<file path="config.mk">
export PLATFORM = sky130hd
export DESIGN_NAME = clock_gen_ctrl
export DESIGN_NICKNAME = d
export VERILOG_FILES = /design/src/rtl/clock_gen_pkg.sv /design/src/rtl/clock_phase_counter.sv /design/src/rtl/clock_gen_ctrl.sv
export SDC_FILE = /design/constraint.sdc
export NUM_CORES = 1
export LEC_CHECK = 0
export CORE_MARGIN = 2
export CORE_UTILIZATION = 40
export CTS_CLUSTER_SIZE = 30
export DETAILED_ROUTE_END_ITERATION = 8
export DONT_BUFFER_PORTS = 1
export SLEW_MARGIN = 15
export SYNTH_ARGS = -nofsm -noshare
export SYNTH_HDL_FRONTEND = slang
export SYNTH_HIERARCHICAL = 1
export SYNTH_SLANG_ARGS = --single-unit
</file>
<file path="constraint.sdc">
create_clock -name clock -period 7.5 [get_ports clock]
set_clock_uncertainty 0.2 [all_clocks]
set_input_delay 0.375 -clock clock [delete_from_list [all_inputs] [get_ports clock]]
set_output_delay 0.375 -clock clock [all_outputs]
set_load 0.01 [all_outputs]
</file>
<file path="src/rtl/clock_gen_pkg.sv">
// clock_gen_pkg
//   Shared definitions for the clock/strobe generator controller:
//   controller state encoding, default counter width and the smallest
//   legal half-period.
package clock_gen_pkg;

  localparam int unsigned CNT_W_DEFAULT = 16;

  // Half-period values below this are promoted to it (a half of 0 acts as 1).
  localparam int unsigned HALF_MIN = 1;

  typedef enum logic [1:0] {
    IDLE     = 2'd0,
    RUN      = 2'd1,
    STOPPING = 2'd2
  } state_t;

endpackage

</file>
<file path="src/rtl/clock_phase_counter.sv">
// clock_phase_counter
//   Counts system clock cycles within one clk_out phase and flags the last
//   cycle of the phase.
//   Ports:
//     clock    - system clock, rising edge
//     reset_n  - asynchronous active-low reset
//     clear    - synchronous clear of the phase count (has priority)
//     enable   - advance the count this cycle
//     half     - configured half-period in cycles (0 treated as HALF_MIN)
//     wrap     - high while enabled and the count sits at half-1; the count
//                returns to zero on the same edge
module clock_phase_counter
  import clock_gen_pkg::*;
#(
  parameter int unsigned CNT_W = CNT_W_DEFAULT
) (
  input  logic             clock,
  input  logic             reset_n,
  input  logic             clear,
  input  logic             enable,
  input  logic [CNT_W-1:0] half,
  output logic             wrap
);

  logic [CNT_W-1:0] count;
  logic [CNT_W-1:0] half_eff;
  logic [CNT_W-1:0] last;

  always_comb begin
    half_eff = half;
    if (half < CNT_W'(HALF_MIN)) begin
      half_eff = CNT_W'(HALF_MIN);
    end
    last = half_eff - CNT_W'(1);
  end

  assign wrap = enable && (count == last);

  always_ff @(posedge clock or negedge reset_n) begin
    if (!reset_n) begin
      count <= '0;
    end else if (clear) begin
      count <= '0;
    end else if (enable) begin
      if (wrap) begin
        count <= '0;
      end else begin
        count <= count + CNT_W'(1);
      end
    end
  end

endmodule

</file>
<file path="src/rtl/clock_gen_ctrl.sv">
// clock_gen_ctrl
//   Programmable clock/strobe generator. Produces a registered, 50% duty
//   divided clock with a configurable half-period, either as a burst of N
//   periods or free-running until stopped. Runs always end with clk_out low
//   and never truncate a phase.
//   Ports:
//     clock           - system clock, rising edge
//     reset_n         - asynchronous active-low reset
//     cfg_valid       - config offer, accepted when cfg_ready is high
//     cfg_ready       - high only while idle
//     cfg_half_period - system cycles per clk_out phase (0 acts as 1)
//     cfg_cycles      - clk_out periods per run (0 = free-running)
//     start           - level-sampled start command (idle only)
//     stop            - level-sampled stop request
//     clk_out         - generated clock
//     tick            - one-cycle pulse with each clk_out rise
//     busy            - run in progress (RUN or STOPPING)
//     done            - one-cycle pulse when a run ends
module clock_gen_ctrl
  import clock_gen_pkg::*;
#(
  parameter int unsigned CNT_W = CNT_W_DEFAULT
) (
  input  logic             clock,
  input  logic             reset_n,
  input  logic             cfg_valid,
  output logic             cfg_ready,
  input  logic [CNT_W-1:0] cfg_half_period,
  input  logic [CNT_W-1:0] cfg_cycles,
  input  logic             start,
  input  logic             stop,
  output logic             clk_out,
  output logic             tick,
  output logic             busy,
  output logic             done
);

  state_t           state;
  state_t           nxt_state;
  logic [CNT_W-1:0] half_q;
  logic [CNT_W-1:0] cycles_q;
  logic [CNT_W-1:0] per_cnt;
  logic [CNT_W-1:0] nxt_per;
  logic             nxt_clk;
  logic             nxt_tick;
  logic             nxt_done;
  logic             cfg_load;
  logic             cnt_clear;
  logic             cnt_en;
  logic             wrap;
  logic             burst_last;

  clock_phase_counter #(
    .CNT_W (CNT_W)
  ) u_phase (
    .clock   (clock),
    .reset_n (reset_n),
    .clear   (cnt_clear),
    .enable  (cnt_en),
    .half    (half_q),
    .wrap    (wrap)
  );

  // The final period of a burst has had its rise counted once per_cnt
  // reaches the programmed count.
  assign burst_last = (cycles_q != '0) && (per_cnt == cycles_q);

  always_comb begin
    nxt_state = state;
    nxt_clk   = clk_out;
    nxt_tick  = 1'b0;
    nxt_done  = 1'b0;
    nxt_per   = per_cnt;
    cfg_load  = 1'b0;
    cnt_clear = 1'b0;
    cnt_en    = 1'b0;

    case (state)
      IDLE: begin
        cnt_clear = 1'b1;
        nxt_clk   = 1'b0;
        nxt_per   = '0;
        if (cfg_valid) begin
          cfg_load = 1'b1;
        end
        if (start && !stop) begin
          nxt_state = RUN;
        end
      end

      RUN: begin
        cnt_en = 1'b1;
        if (stop && !clk_out) begin
          // Stopping in a low phase ends the run at once; a rise due on
          // this edge is suppressed so no runt high phase appears.
          nxt_state = IDLE;
          nxt_done  = 1'b1;
          nxt_clk   = 1'b0;
        end else if (wrap) begin
          if (clk_out) begin
            nxt_clk = 1'b0;
            // A stop that lands exactly on the falling toggle finishes here
            // instead of passing through STOPPING.
            if (stop || burst_last) begin
              nxt_state = IDLE;
              nxt_done  = 1'b1;
            end
          end else begin
            nxt_clk  = 1'b1;
            nxt_tick = 1'b1;
            if (per_cnt != '1) begin
              nxt_per = per_cnt + CNT_W'(1);
            end
          end
        end else if (stop) begin
          nxt_state = STOPPING;
        end
      end

      STOPPING: begin
        cnt_en = 1'b1;
        if (wrap) begin
          nxt_clk   = 1'b0;
          nxt_done  = 1'b1;
          nxt_state = IDLE;
        end
      end

      default: begin
        nxt_state = IDLE;
        nxt_clk   = 1'b0;
      end
    endcase
  end

  always_ff @(posedge clock or negedge reset_n) begin
    if (!reset_n) begin
      state     <= IDLE;
      clk_out   <= 1'b0;
      tick      <= 1'b0;
      done      <= 1'b0;
      busy      <= 1'b0;
      cfg_ready <= 1'b1;
      per_cnt   <= '0;
    end else begin
      state     <= nxt_state;
      clk_out   <= nxt_clk;
      tick      <= nxt_tick;
      done      <= nxt_done;
      busy      <= (nxt_state != IDLE);
      cfg_ready <= (nxt_state == IDLE);
      per_cnt   <= nxt_per;
    end
  end

  always_ff @(posedge clock or negedge reset_n) begin
    if (!reset_n) begin
      half_q   <= CNT_W'(HALF_MIN);
      cycles_q <= '0;
    end else if (cfg_load) begin
      half_q   <= cfg_half_period;
      cycles_q <= cfg_cycles;
    end
  end

endmodule

</file>
==> metrics.md, run 1 <==
| Metric | Value |
|---|---|
| Clock Latency Late Sink | 0.36 ns |
| Largest net degree at the start of global routing | 72 |
| Max FO, Critical Path | 8 |
| Maximum VDD drop | between 0.1 and 0.15 mV |
| Max Slew Vio Count | 0 |
| Post-synth top flop | dfrtp_1 |
| Routed vias/inst | 5.465 |
| Overflow after GRT | 0 |
| Setup crit end kind | flip-flop |
| Root Buffer | clkbuf_8 |
| Area grow syn2layout | 16.62% |
| Cell with the most instances after synthesis | dfrtp_1 |
| Clock sink total | 71 |
| R2R Setup Slk | around 2.3 ns |
| Drt total wl | 9.444 mm |
| TritonCTS clock tree | done |
| Via count | 3126 |
| Antenna viol nets, final | 0 |
| Tot GR Track Use | 0.1813 |
| DRC violations left | 0 |
| First-pass GRT wire length | 16.17 mm |
| GP Congestion | between 0.9 and 1 |
| Worst EP required | roughly 7.5 ns |
| Worst hold slack | a little under 0.1 ns |
| Post-CTS setup buffers | 0 |
| Startpoint type of the worst setup path | flip-flop |
| Clk slew on worst S/H paths | 0.08 ns |
| Synth top area cells | dfrtp_1 (42%), mux2_2 (8.9%), xor2_1 (6.1%) |
| Setup TNS | 0 ns |
| Initial core utilization | 0.4081 |
| Mean Syn Cell Area | between 10 and 15 sq um |
| Synth Register Bits | 71 |
| Lkg Pwr | 1.943 nW |
| Core box area | 10180 sq um |
| Setup violations, final | 0 |
| IO Port Bufs | 0 |
| Final min period | around 5.2 ns |
| Max cap viols | 0 |
| I/O pin count | 42 |
| Run status | finished, final reports clean |
| Yosys top cell area share | 0.4154 |
| Sequential area share after synthesis | 0.4281 |
| Syn Inst Count | 400 |
| CTS Hold Bufs | 34 |
| Mapped Area | 4156 sq um |
| Synth Warn # | 6 |
| Pre-antenna DRT Iters | 4 |
| Post-DP HPWL | 6.726 mm |
| Antenna cell count | 0 |
| Critical Path AT | ~5.2 ns |
| Die width | 105.9 um |
| Hold Fails Final Rpt | 0 |
| Syn nets | 444 |
| Post_cts resized | 0 |
| Antenna violations before repair | 0 |
| Die Footprint | 11220 sq um |
| Drt initial violations | about 120 |
| Cell taking the most area after synthesis | dfrtp_1 |
| Worst setup path category | reg -> reg |
| Rows | 37 |
| Die Ht | about 110 um |
| Slew Limit Headroom | 0.4857 |
| Final period util | 0.6942 |
| Vias in the first global route | 3158 |
| Max Root-Sink Buffers | 2 |
| Fmax | roughly 190 MHz |
| H-tree levels | 3 |
| Proportion of layout cells with a drive suffix above 1 | 0.1606 |
| Net count, final | 475 |
| Post-synth ARST share | 1.000 |
| Routed length per instance | 16.51 um |
| RSZ-0062 raised after global routing | no |
| Cts bufs inserted | 9 |
| Cell variety after synth | 60 |
| Post-synth top cells | dfrtp_1 (69), nor2_1 (40), mux2_2 (33) |
| Post-synth EDFFs | 0 |
| P per Cell Area | 319.1 nW/um^2 |
| Hold WC Path Type | in -> reg |
| Slew of the pin with the lowest slew margin | between 0.7 and 0.8 ns |
final timing paths:
kind                                          from                      end  depth (start not counted)
max                          half_q[7]$_DFFE_PN0P_  per_cnt[15]$_DFFE_PN0P_                         16
max in group asynchronous                  reset_n      cfg_ready$_DFF_PN1_                          2
max reg2reg                  half_q[7]$_DFFE_PN0P_  per_cnt[15]$_DFFE_PN0P_                         16
min                                           stop           done$_DFF_PN0_                          2
min in group asynchronous                  reset_n   half_q[10]$_DFFE_PN0P_                          2
min reg2reg                per_cnt[10]$_DFFE_PN0P_  per_cnt[10]$_DFFE_PN0P_                          1
routing by layer:
metal  global-route usage  vias up  share of wire
met5                    0        -              0
met4              0.06767        0          0.020
met3              0.04231       14          0.046
met2               0.2853       71           0.46
met1               0.2443     1545           0.47
li1                     -     1496              -
through the flow:
stage	util	worst slack (ns)	total power (W)	cells	instance area [sq um]
4_1_cts	0.4759	2.322	0.001558	572	4847
2_1_floorplan	-	3.033	0.001048	400	4156
5_1_grt	0.4759	1.830	0.001654	572	4847
6_report	0.4759	2.294	0.001547	572	4847
3_5_place_dp	0.4186	2.341	0.001171	522	4263
3_3_place_gp	0.4186	2.622	0.001153	522	4263
placed cells by master, fill, tap and decap left out, types with 7 or more instances in the layout:
cell	count
dfrtp_1	69
nor2_1	40
mux2_2	33
dlygate4sd3_1	33
xor2_1	29
xnor2_1	28
nand2_1	26
nor4_1	15
inv_1	13
nand4_1	12
nand3_1	11
nor3_1	9
clkbuf_8	9
a21oi_1	8
ha_1	7
registers in the layout, indices dropped and copies added, names as in the netlist:
| signal | flops |
|---|---|
| u_phase/count | 16 |
| cfg_ready | 1 |
| half_q | 16 |
| per_cnt | 16 |
| tick | 1 |
| clk_out | 1 |
| done | 1 |
| busy | 1 |
| cycles_q | 16 |
| state | 2 |
cells by family after synthesis:
group	Yosys count	share of synthesized area
AO/OA/AOI/OAI	45	0.08399
XOR/XNOR	57	0.1201
adder cells (fa/ha/maj)	7	0.02107
buffers and inverters	28	0.02890
flip-flops	71	0.4281
multiplexers	38	0.1014
AND/OR/NAND/NOR	154	0.2164
power breakdown:
part	total [W]	leakage [nW]	switching [W]	internal, W
clock	0.000356	0.111	0.000164	0.000191
sequential	0.000631	0.910	0.000142	0.000489
combinational	0.000560	0.922	0.000293	0.000267
total	0.00155	1.94	0.000600	0.000947
final cells by class:
| type | count | area (sq um) |
|---|---|---|
| clock buffers | 9 | 123.9 |
| clock inverters | 7 | 102.6 |
| fillers | 935 | 5338 |
| inverters | 13 | 48.80 |
| multi-input cells | 301 | 2257 |
| flip-flops and latches | 71 | 1779 |
| well taps | 136 | 170.2 |
| repair buffers | 35 | 365.4 |
critical path, stage by stage, from the launching register on:
cell	delay (ns)
dfrtp_1	0.44
or4_1	0.75
nor4_4	0.50
a21oi_1	0.18
ha_1	0.31
o21ba_2	0.23
a221oi_1	0.30
a41oi_1	0.11
a2111oi_4	0.24
nand4_2	0.22
nor2_1	0.47
nand4bb_4	0.24
inv_1	0.15
nand4_2	0.21
nor4_1	0.29
xnor2_1	0.16
nor2_1	0.05
No activity file was read; power rests on OpenSTA's default activity.
==> run 2: changes to the inputs <==
--- a/config.mk
+++ b/config.mk
@@ -5,6 +5,7 @@
 export SDC_FILE = /design/constraint.sdc
 export NUM_CORES = 1
 export LEC_CHECK = 0
+export ABC_AREA = 1
 export CORE_MARGIN = 2
 export CORE_UTILIZATION = 40
 export CTS_CLUSTER_SIZE = 30
==> constraint.sdc (replaced) <==
create_clock -name clock -period 5.45 [get_ports clock]
set_clock_uncertainty 0.2 [all_clocks]
set_input_delay 0.2725 -clock clock [delete_from_list [all_inputs] [get_ports clock]]
set_output_delay 0.2725 -clock clock [all_outputs]
set_load 0.01 [all_outputs]
==> metrics.md, run 2 <==
| Metric | Value |
|---|---|
| Fin worst setup slack | 1.495 ns (-0.7988 ns) |
| CTS Hold Bufs | 35 (+2.9%) |
| Overall power | 0.002440 W (+58%) |
| Overflow after GRT | 0 (unchanged) |
| Root Buffer | clkbuf_16 |
| Hold Path End | clk_out$_DFFE_PN0P_ |
| Net count, final | 711 (+50%) |
| Commonest non-fill, non-tap cells in the layout | nand2_1 (172), inv_1 (87), nor2_1 (74) |
| Post_cts resized | 0 (unchanged) |
| Synth Warn # | 6 (unchanged) |
| Slew of the pin with the lowest slew margin | 1.102 ns (+0.3336 ns) |
| Post-synth ARST share | 1.000 (unchanged) |
| Post-synth EDFFs | 0 (unchanged) |
| Cell with the most instances after synthesis | nand2_1 |
| Lkg Pwr | 2.621 nW (+35%) |
| Fillers | 1089 (+16%) |
| RSZ-0062 raised after global routing | no |
| P per Cell Area | 443.7 nW/um^2 (+39%) |
| Max Slew Vio Count | 0 (unchanged) |
| Sequential area share after synthesis | 0.3773 (-0.05077) |
| Cts bufs inserted | 9 (unchanged) |
| Mapped Area | 4716 sq um (+13%) |
| Rows | 39 (+5.4%) |
| Max FO, Critical Path | 20 (+12) |
| Max Root-Sink Buffers | 2 (unchanged) |
| Proportion of layout cells with a drive suffix above 1 | 0.1161 (-0.04448) |
| I/O pin count | 42 (unchanged) |
| Setup crit end kind | flip-flop |
| Critical Path AT | 3.98 ns (-1.24 ns) |
| RR Endpoint | per_cnt[12]$_DFFE_PN0P_ |
| Post-synth top cells | nand2_1 (173), inv_1 (87), nor2_1 (74) |
| Drt total wl | 11.03 mm (+17%) |
| Critical path, cell by cell | nor2_1 -> nand2_1 -> nor2_2 -> nand2_4 -> nand2_1 -> inv_1 -> ha_1 -> nand2_2 -> nor2_4 -> xnor2_1 -> or2_0 -> nand4_1 -> nor3_4 -> nand3_4 -> inv_2 -> nand2_1 -> inv_1 -> nand2_4 -> nand2_2 -> nand3_1 -> o21ai_0 -> nor2_1 |
| Die width | 112.6 um (+6.3%) |
| Cell variety after synth | 48 (-20%) |
| Maximum VDD drop | 0.2487 mV (+73%) |
| Run status | finished, final reports clean |
| Slew Limit Headroom | 0.2625 (-0.2232) |
| Synth Register Bits | 71 (unchanged) |
| Max stage delay on crit path | 0.42 ns (-0.33 ns) |
| IO Port Bufs | 0 (unchanged) |
| Startpoint type of the worst setup path | flip-flop |
| Routed vias/inst | 4.998 (-8.6%) |
| Clock Latency Late Sink | 0.34 ns (-0.02 ns) |
| Final min period | 3.955 ns (-1.251 ns) |
| Clock sink total | 71 (unchanged) |
| DRC violations left | 0 (unchanged) |
| Post-synth top flop | dfrtp_1 |
| Vias in the first global route | 3913 (+24%) |
| Most frequent CP cell | nand2_1 |
| Antenna violations before repair | 0 (unchanged) |
| Initial core utilization | 0.4112 (+0.003130) |
| Routed length per instance | 13.53 um (-18%) |
| Antenna viol nets, final | 0 (unchanged) |
| Worst Min Path Start | stop |
| Most common cell after layout, fill and taps aside | nand2_1 |
| Via count | 4073 (+30%) |
| R2R cell count | 22 (+6) |
| GP Congestion | 0.9444 (+1.6%) |
| Area grow syn2layout | 16.61% (about the same) |
| Highest-delay cell along the critical path | dfrtp_1 |
| Antenna cell count | 0 (unchanged) |
| Die Footprint | 12670 sq um (+13%) |
| Hold WC Path Type | in -> reg |
| Post-CTS setup buffers | 0 (unchanged) |
| Final period util | 0.7257 (+0.03153) |
| Core box area | 11470 sq um (+13%) |
| Worst EP required | 5.48 ns (-2.03 ns) |
| Die Ht | 112.6 um (+6.3%) |
| Post-DP HPWL | 8.021 mm (+19%) |
| Hold-critical path depth | 3 (+1) |
| R2R Setup Slk | 1.49 ns (-0.80 ns) |
| Max cap viols | 0 (unchanged) |
| TritonCTS clock tree | done |
| H-tree levels | 3 (unchanged) |
| Setup violations, final | 0 (unchanged) |
| Cell taking the most area after synthesis | dfrtp_1 |
| Syn nets | 678 (+53%) |
| Dpl ws | 1.534 ns (-0.8072 ns) |
| Pre-antenna DRT Iters | 4 (unchanged) |
| Largest net degree at the start of global routing | 72 (unchanged) |
| Fin util | 0.4795 (+0.003621) |
| Drt initial violations | 194 (+59%) |
| Hold Fails Final Rpt | 0 (unchanged) |
| Synth top area cells | dfrtp_1 (37%), nand2_1 (14%), inv_1 (6.9%) |
| CP bufs+invs | 3 (+2) |
| Fmax | 252.8 MHz (+32%) |
| Yosys top cell area share | 0.3661 (-0.04927) |
| First-pass GRT wire length | 18.86 mm (+17%) |
| Worst r2r src | half_q[8]$_DFFE_PN0P_ |
| Clk slew on worst S/H paths | 0.06 ns (-0.02 ns) |
| Worst setup path category | reg -> reg |
| Mean Syn Cell Area | 7.438 sq um (-28%) |
| Setup TNS | 0 ns (unchanged) |
| Largest delay share family, worst path | simple AND/OR/NAND/NOR gates |
| Syn Inst Count | 634 (+59%) |
| Tot GR Track Use | 0.1862 (+0.004882) |
| Worst hold slack | 0.02943 ns (-0.06979 ns) |
-- run 2: changes by cell type in the layout (fill, tap and decap cells not counted), sizes merged, moves of 7 or more --
cell / previous run / this run
a21oi: 8 / 21
inv: 16 / 91
mux2: 33 / 17
nand2: 26 / 181
nand3: 11 / 45
nor2: 40 / 86
nor4: 19 / 4
o21ai: 5 / 20
xnor2: 28 / 10
xor2: 29 / 22
-- run 2: how the worst max path moves through the flow --
| stage | startpoint | endpoint | slack (ns) | cells after the start |
|---|---|---|---|---|
| after global placement | half_q[8]$_DFFE_PN0P_ | per_cnt[7]$_DFFE_PN0P_ | 1.59 | 22 |
| after global routing | half_q[8]$_DFFE_PN0P_ | per_cnt[12]$_DFFE_PN0P_ | 1.17 | 22 |
| after floorplan | half_q[0]$_DFFE_PN1P_ | per_cnt[12]$_DFFE_PN0P_ | 2.14 | 25 |
| final | half_q[8]$_DFFE_PN0P_ | per_cnt[12]$_DFFE_PN0P_ | 1.49 | 22 |
| after CTS | half_q[8]$_DFFE_PN0P_ | per_cnt[7]$_DFFE_PN0P_ | 1.51 | 22 |
| after detailed placement | half_q[8]$_DFFE_PN0P_ | per_cnt[7]$_DFFE_PN0P_ | 1.53 | 22 |
-- run 2: worst register-to-register path, cell delays in order, from the launching register on --
cell and delay (ns):
dfrtp_1 0.42, nor2_1 0.21, nand2_1 0.09, nor2_2 0.17
nand2_4 0.12, nand2_1 0.09, inv_1 0.05, ha_1 0.22
nand2_2 0.12, nor2_4 0.06, xnor2_1 0.16, or2_0 0.16
nand4_1 0.17, nor3_4 0.18, nand3_4 0.24, inv_2 0.17
nand2_1 0.08, inv_1 0.13, nand2_4 0.08, nand2_2 0.29
nand3_1 0.18, o21ai_0 0.18, nor2_1 0.06
-- run 2: routing by layer --
metal	wire length (um)	track usage	part of all wire
met1	5517	0.2622	0.50
met2	4755	0.2778	0.43
met3	594	0.04968	0.054
met4	157	0.06341	0.014
met5	0	0	0
-- run 2: cell type report --
cell class                      instances  area [sq um]  area share
Clock inverter                          3         67.56     0.01229
Clock buffer                           13         240.2     0.04369
Inverter                               91         341.6     0.06212
Sequential cell                        71          1779      0.3236
Tap cell                              143         178.9     0.03254
Multi-Input combinational cell        458          2516      0.4576
Timing Repair Buffer                   36         375.4     0.06826
-- run 2: logic make-up after synthesis --
family          after synthesis  share of synthesized area
compound gates               49                    0.05731
xor+xnor                     32                    0.06102
fa+ha+maj                     7                    0.01857
buf+inv                     105                    0.08968
flops                        71                     0.3773
mux                          17                    0.04059
simple gates                353                     0.3555
-- run 2: per-stage QoR --
stage,std cells,area [sq um]
4_1_cts,815,5499
5_1_grt,815,5499
3_3_place_gp,764,4823
3_5_place_dp,764,4823
6_report,815,5499
2_1_floorplan,634,4716
-- run 2: power by group --
group | internal, W | switching (W) | leakage (nW)
sequential | 0.000672 | 0.000137 | 0.899
clock | 0.000401 | 0.000221 | 0.144
combinational | 0.000370 | 0.000638 | 1.58
==> run 3: changes to the inputs <==
==> constraint.sdc (replaced) <==
create_clock -name clock -period 3.48 [get_ports clock]
set_clock_uncertainty 0.2 [all_clocks]
set_input_delay 0.174 -clock clock [delete_from_list [all_inputs] [get_ports clock]]
set_output_delay 0.174 -clock clock [all_outputs]
set_load 0.01 [all_outputs]
==> metrics.md, run 3 (synthesis gave the netlist of run 2 again) <==
| Metric | Value |
|---|---|
| Worst setup path category | reg -> reg |
| Gate power share | 0.454 (+0.041) |
| Initial core utilization | 0.4112 (unchanged) |
| Clock sink total | 71 (unchanged) |
| Most common cell after layout, fill and taps aside | nand2_1 |
| Critical path, cell by cell | nor2_1 -> nand2_1 -> nor2_4 -> nand2_4 -> nand2_1 -> inv_2 -> ha_4 -> nand2_2 -> nor2_4 -> xnor2_2 -> or2_1 -> nand4_1 -> nor3_4 -> nand3_4 -> inv_4 -> nand2_1 -> inv_2 -> nand2_4 -> nand2_8 -> nand3_1 -> xor2_1 -> nor2_1 |
| Worst EP required | 3.50 ns (-1.98 ns) |
| Setup TNS | 0 ns (unchanged) |
| Most frequent CP cell | nand2_1 |
| Via count | 4059 (-0.34%) |
| Drt total wl | 11.37 mm (+3.1%) |
| Crit. path cell count | 22 (unchanged) |
| Slew of the pin with the lowest slew margin | 0.9782 ns (-0.1240 ns) |
| Die width | 112.6 um (unchanged) |
| Hold-critical path depth | 4 (+1) |
| Post-DP HPWL | 8.272 mm (+3.1%) |
| Dpl ws | -0.01305 ns (-1.547 ns) |
| Pre-antenna DRT Iters | 5 (+1) |
| Clock Latency Late Sink | 0.34 ns (about the same) |
| Failing checks | hold timing |
| Rows | 39 (unchanged) |
| Highest-delay cell along the critical path | dfstp_2 |
| Commonest non-fill, non-tap cells in the layout | nand2_1 (170), inv_1 (85), nor2_1 (69) |
| Largest delay share family, worst path | simple AND/OR/NAND/NOR gates |
| Register share of total power | 0.301 (-0.031) |
| Startpoint type of the worst setup path | flip-flop |
| P per Cell Area | 721.0 nW/um^2 (+62%) |
| Root Buffer | clkbuf_16 |
| Setup crit end kind | flip-flop |
| Max Slew Vio Count | 0 (unchanged) |
| Register area | 1783 sq um (+0.21%) |
| Fin worst setup slack | 0.2052 ns (-1.290 ns) |
| Vias in the first global route | 3885 (-0.72%) |
| Cts bufs inserted | 9 (unchanged) |
| Max stage delay on crit path | 0.55 ns (+0.13 ns) |
| Tot GR Track Use | 0.1872 (+0.001013) |
| Multi-input gate area | 2611 sq um (+3.8%) |
| CP bufs+invs | 3 (unchanged) |
| Run status | complete, but fails checks |
| Max cap viols | 0 (unchanged) |
| Lkg Pwr | 2.727 nW (+4.1%) |
| Routed vias/inst | 4.879 (-2.4%) |
| Die Footprint | 12670 sq um (unchanged) |
| R2R cell count | 22 (unchanged) |
| Drt initial violations | 281 (+45%) |
| Hold WC Path Type | in -> reg |
| Hold Fails Final Rpt | 1 (+1) |
| Worst r2r src | half_q[0]$_DFFE_PN1P_ |
| Switching power | 0.001689 W (+70%) |
| Overall power | 0.004144 W (+70%) |
| Proportion of layout cells with a drive suffix above 1 | 0.1684 (+0.05229) |
| First-pass GRT wire length | 18.80 mm (-0.33%) |
| Core box area | 11470 sq um (unchanged) |
| Fillers | 1107 (+1.7%) |
| Maximum VDD drop | 0.5184 mV (+110%) |
| Die Ht | 112.6 um (unchanged) |
| Max Root-Sink Buffers | 2 (unchanged) |
| Clock share of power | 0.245 (-0.010) |
| Largest net degree at the start of global routing | 72 (unchanged) |
| Final min period | 3.275 ns (-0.6804 ns) |
| Net Sw Frac | 0.4074 (-0.0006925) |
| Net count, final | 729 (+2.5%) |
| GP Congestion | 0.9209 (-2.5%) |
| Overflow after GRT | 0 (unchanged) |
| Slew Limit Headroom | 0.3456 (+0.08307) |
| IO Port Bufs | 0 (unchanged) |
| Critical Path AT | 3.29 ns (-0.69 ns) |
| TritonCTS clock tree | done |
| Cell-internal power | 0.002456 W (+70%) |
| Antenna violations before repair | 0 (unchanged) |
| Antenna cell count | 0 (unchanged) |
| Antenna viol nets, final | 0 (unchanged) |
| Final period util | 0.9410 (+0.2153) |
| Clk slew on worst S/H paths | 0.06 ns (about the same) |
| Hold Path End | cfg_ready$_DFF_PN1_ |
| DRC violations left | 0 (unchanged) |
| Worst Min Path Start | start |
| Max FO, Critical Path | 9 (-55%) |
| Routed length per instance | 13.67 um (+1.0%) |
| Setup violations, final | 0 (unchanged) |
| RR Endpoint | per_cnt[7]$_DFFE_PN0P_ |
| Area grow syn2layout | 21.89% |
| Fmax | 305.4 MHz (+21%) |
| H-tree levels | 3 (unchanged) |
| Fin util | 0.5013 (+0.02171) |
| I/O pin count | 42 (unchanged) |
| R2R Setup Slk | 0.21 ns (-1.29 ns) |
| Worst hold slack | -0.009742 ns (-0.03917 ns) |
[run 3: cell types whose count changed in the layout (fill, tap and decap cells not counted), sizes merged]
| cell | before | now |
|---|---|---|
| buf | 2 | 20 |
| clkbuf | 13 | 10 |
| clkinv | 0 | 1 |
| inv | 91 | 92 |
[run 3: power by group through the flow]
stage          registers, W  clock network [W]  logic [W]
2_1_floorplan       0.00122                  0    0.00128
3_3_place_gp        0.00123                  0    0.00165
3_5_place_dp        0.00123                  0    0.00168
4_1_cts             0.00122            0.00104    0.00174
5_1_grt             0.00128            0.00107    0.00211
6_report            0.00125            0.00101    0.00188
[run 3: metal layers]
layer,up-vias,wire length (um),global-route usage
li1,2093,-,-
met1,1865,5436,0.2596
met2,88,5053,0.2826
met3,13,664,0.04266
met4,0,218,0.07724
met5,-,0,0
[run 3: per-stage QoR]
step	hold slack, ns	std cells	area [sq um]
final	-0.009742	832	5748
after global routing	0.02700	832	5748
after CTS	0.02345	826	5604
after detailed placement	-0.3171	776	4913
after global placement	-0.3178	776	4913
after floorplan	-0.3216	634	4716
[run 3: repair_timing]
item | in CTS | in global routing
hold endpoints to repair | 108 | 0
endpoints found under the setup margin | 6 | 19
gates resized for setup | 1 | 31
cloned | 0 | 0
pin swaps | 0 | 10
hold buffers | 35 | 0
setup buffers | 0 | 6
[run 3: area by class of cell]
class	count	share of cell area
multi-input cells	458	0.4543
clock inverters	5	0.01415
inverters	91	0.05986
well taps	143	0.03113
repair buffers	54	0.08881
flip-flops and latches	71	0.3102
clock buffers	10	0.04158
[run 3: worst max-delay path by stage]
stage / from / to / slack (ns)
after floorplan: half_q[0]$_DFFE_PN1P_ / per_cnt[12]$_DFFE_PN0P_ / 0.17
after global placement: half_q[8]$_DFFE_PN0P_ / per_cnt[7]$_DFFE_PN0P_ / 0.02
after detailed placement: half_q[8]$_DFFE_PN0P_ / per_cnt[12]$_DFFE_PN0P_ / -0.01
after CTS: half_q[7]$_DFFE_PN0P_ / per_cnt[12]$_DFFE_PN0P_ / 0.003
after global routing: half_q[14]$_DFFE_PN0P_ / per_cnt[13]$_DFFE_PN0P_ / -0.004
final: half_q[0]$_DFFE_PN1P_ / per_cnt[7]$_DFFE_PN0P_ / 0.21
[run 3: worst reg2reg max path: stages, from the launching register on]
cell     delay [ns]
dfstp_2        0.55
nor2_1         0.05
nand2_1        0.10
nor2_4         0.05
nand2_4        0.06
nand2_1        0.07
inv_2          0.09
ha_4           0.14
nand2_2        0.09
nor2_4         0.21
xnor2_2        0.14
or2_1          0.14
nand4_1        0.16
nor3_4         0.27
nand3_4        0.11
inv_4          0.07
nand2_1        0.07
inv_2          0.09
nand2_4        0.08
nand2_8        0.10
nand3_1        0.11
xor2_1         0.15
nor2_1         0.05
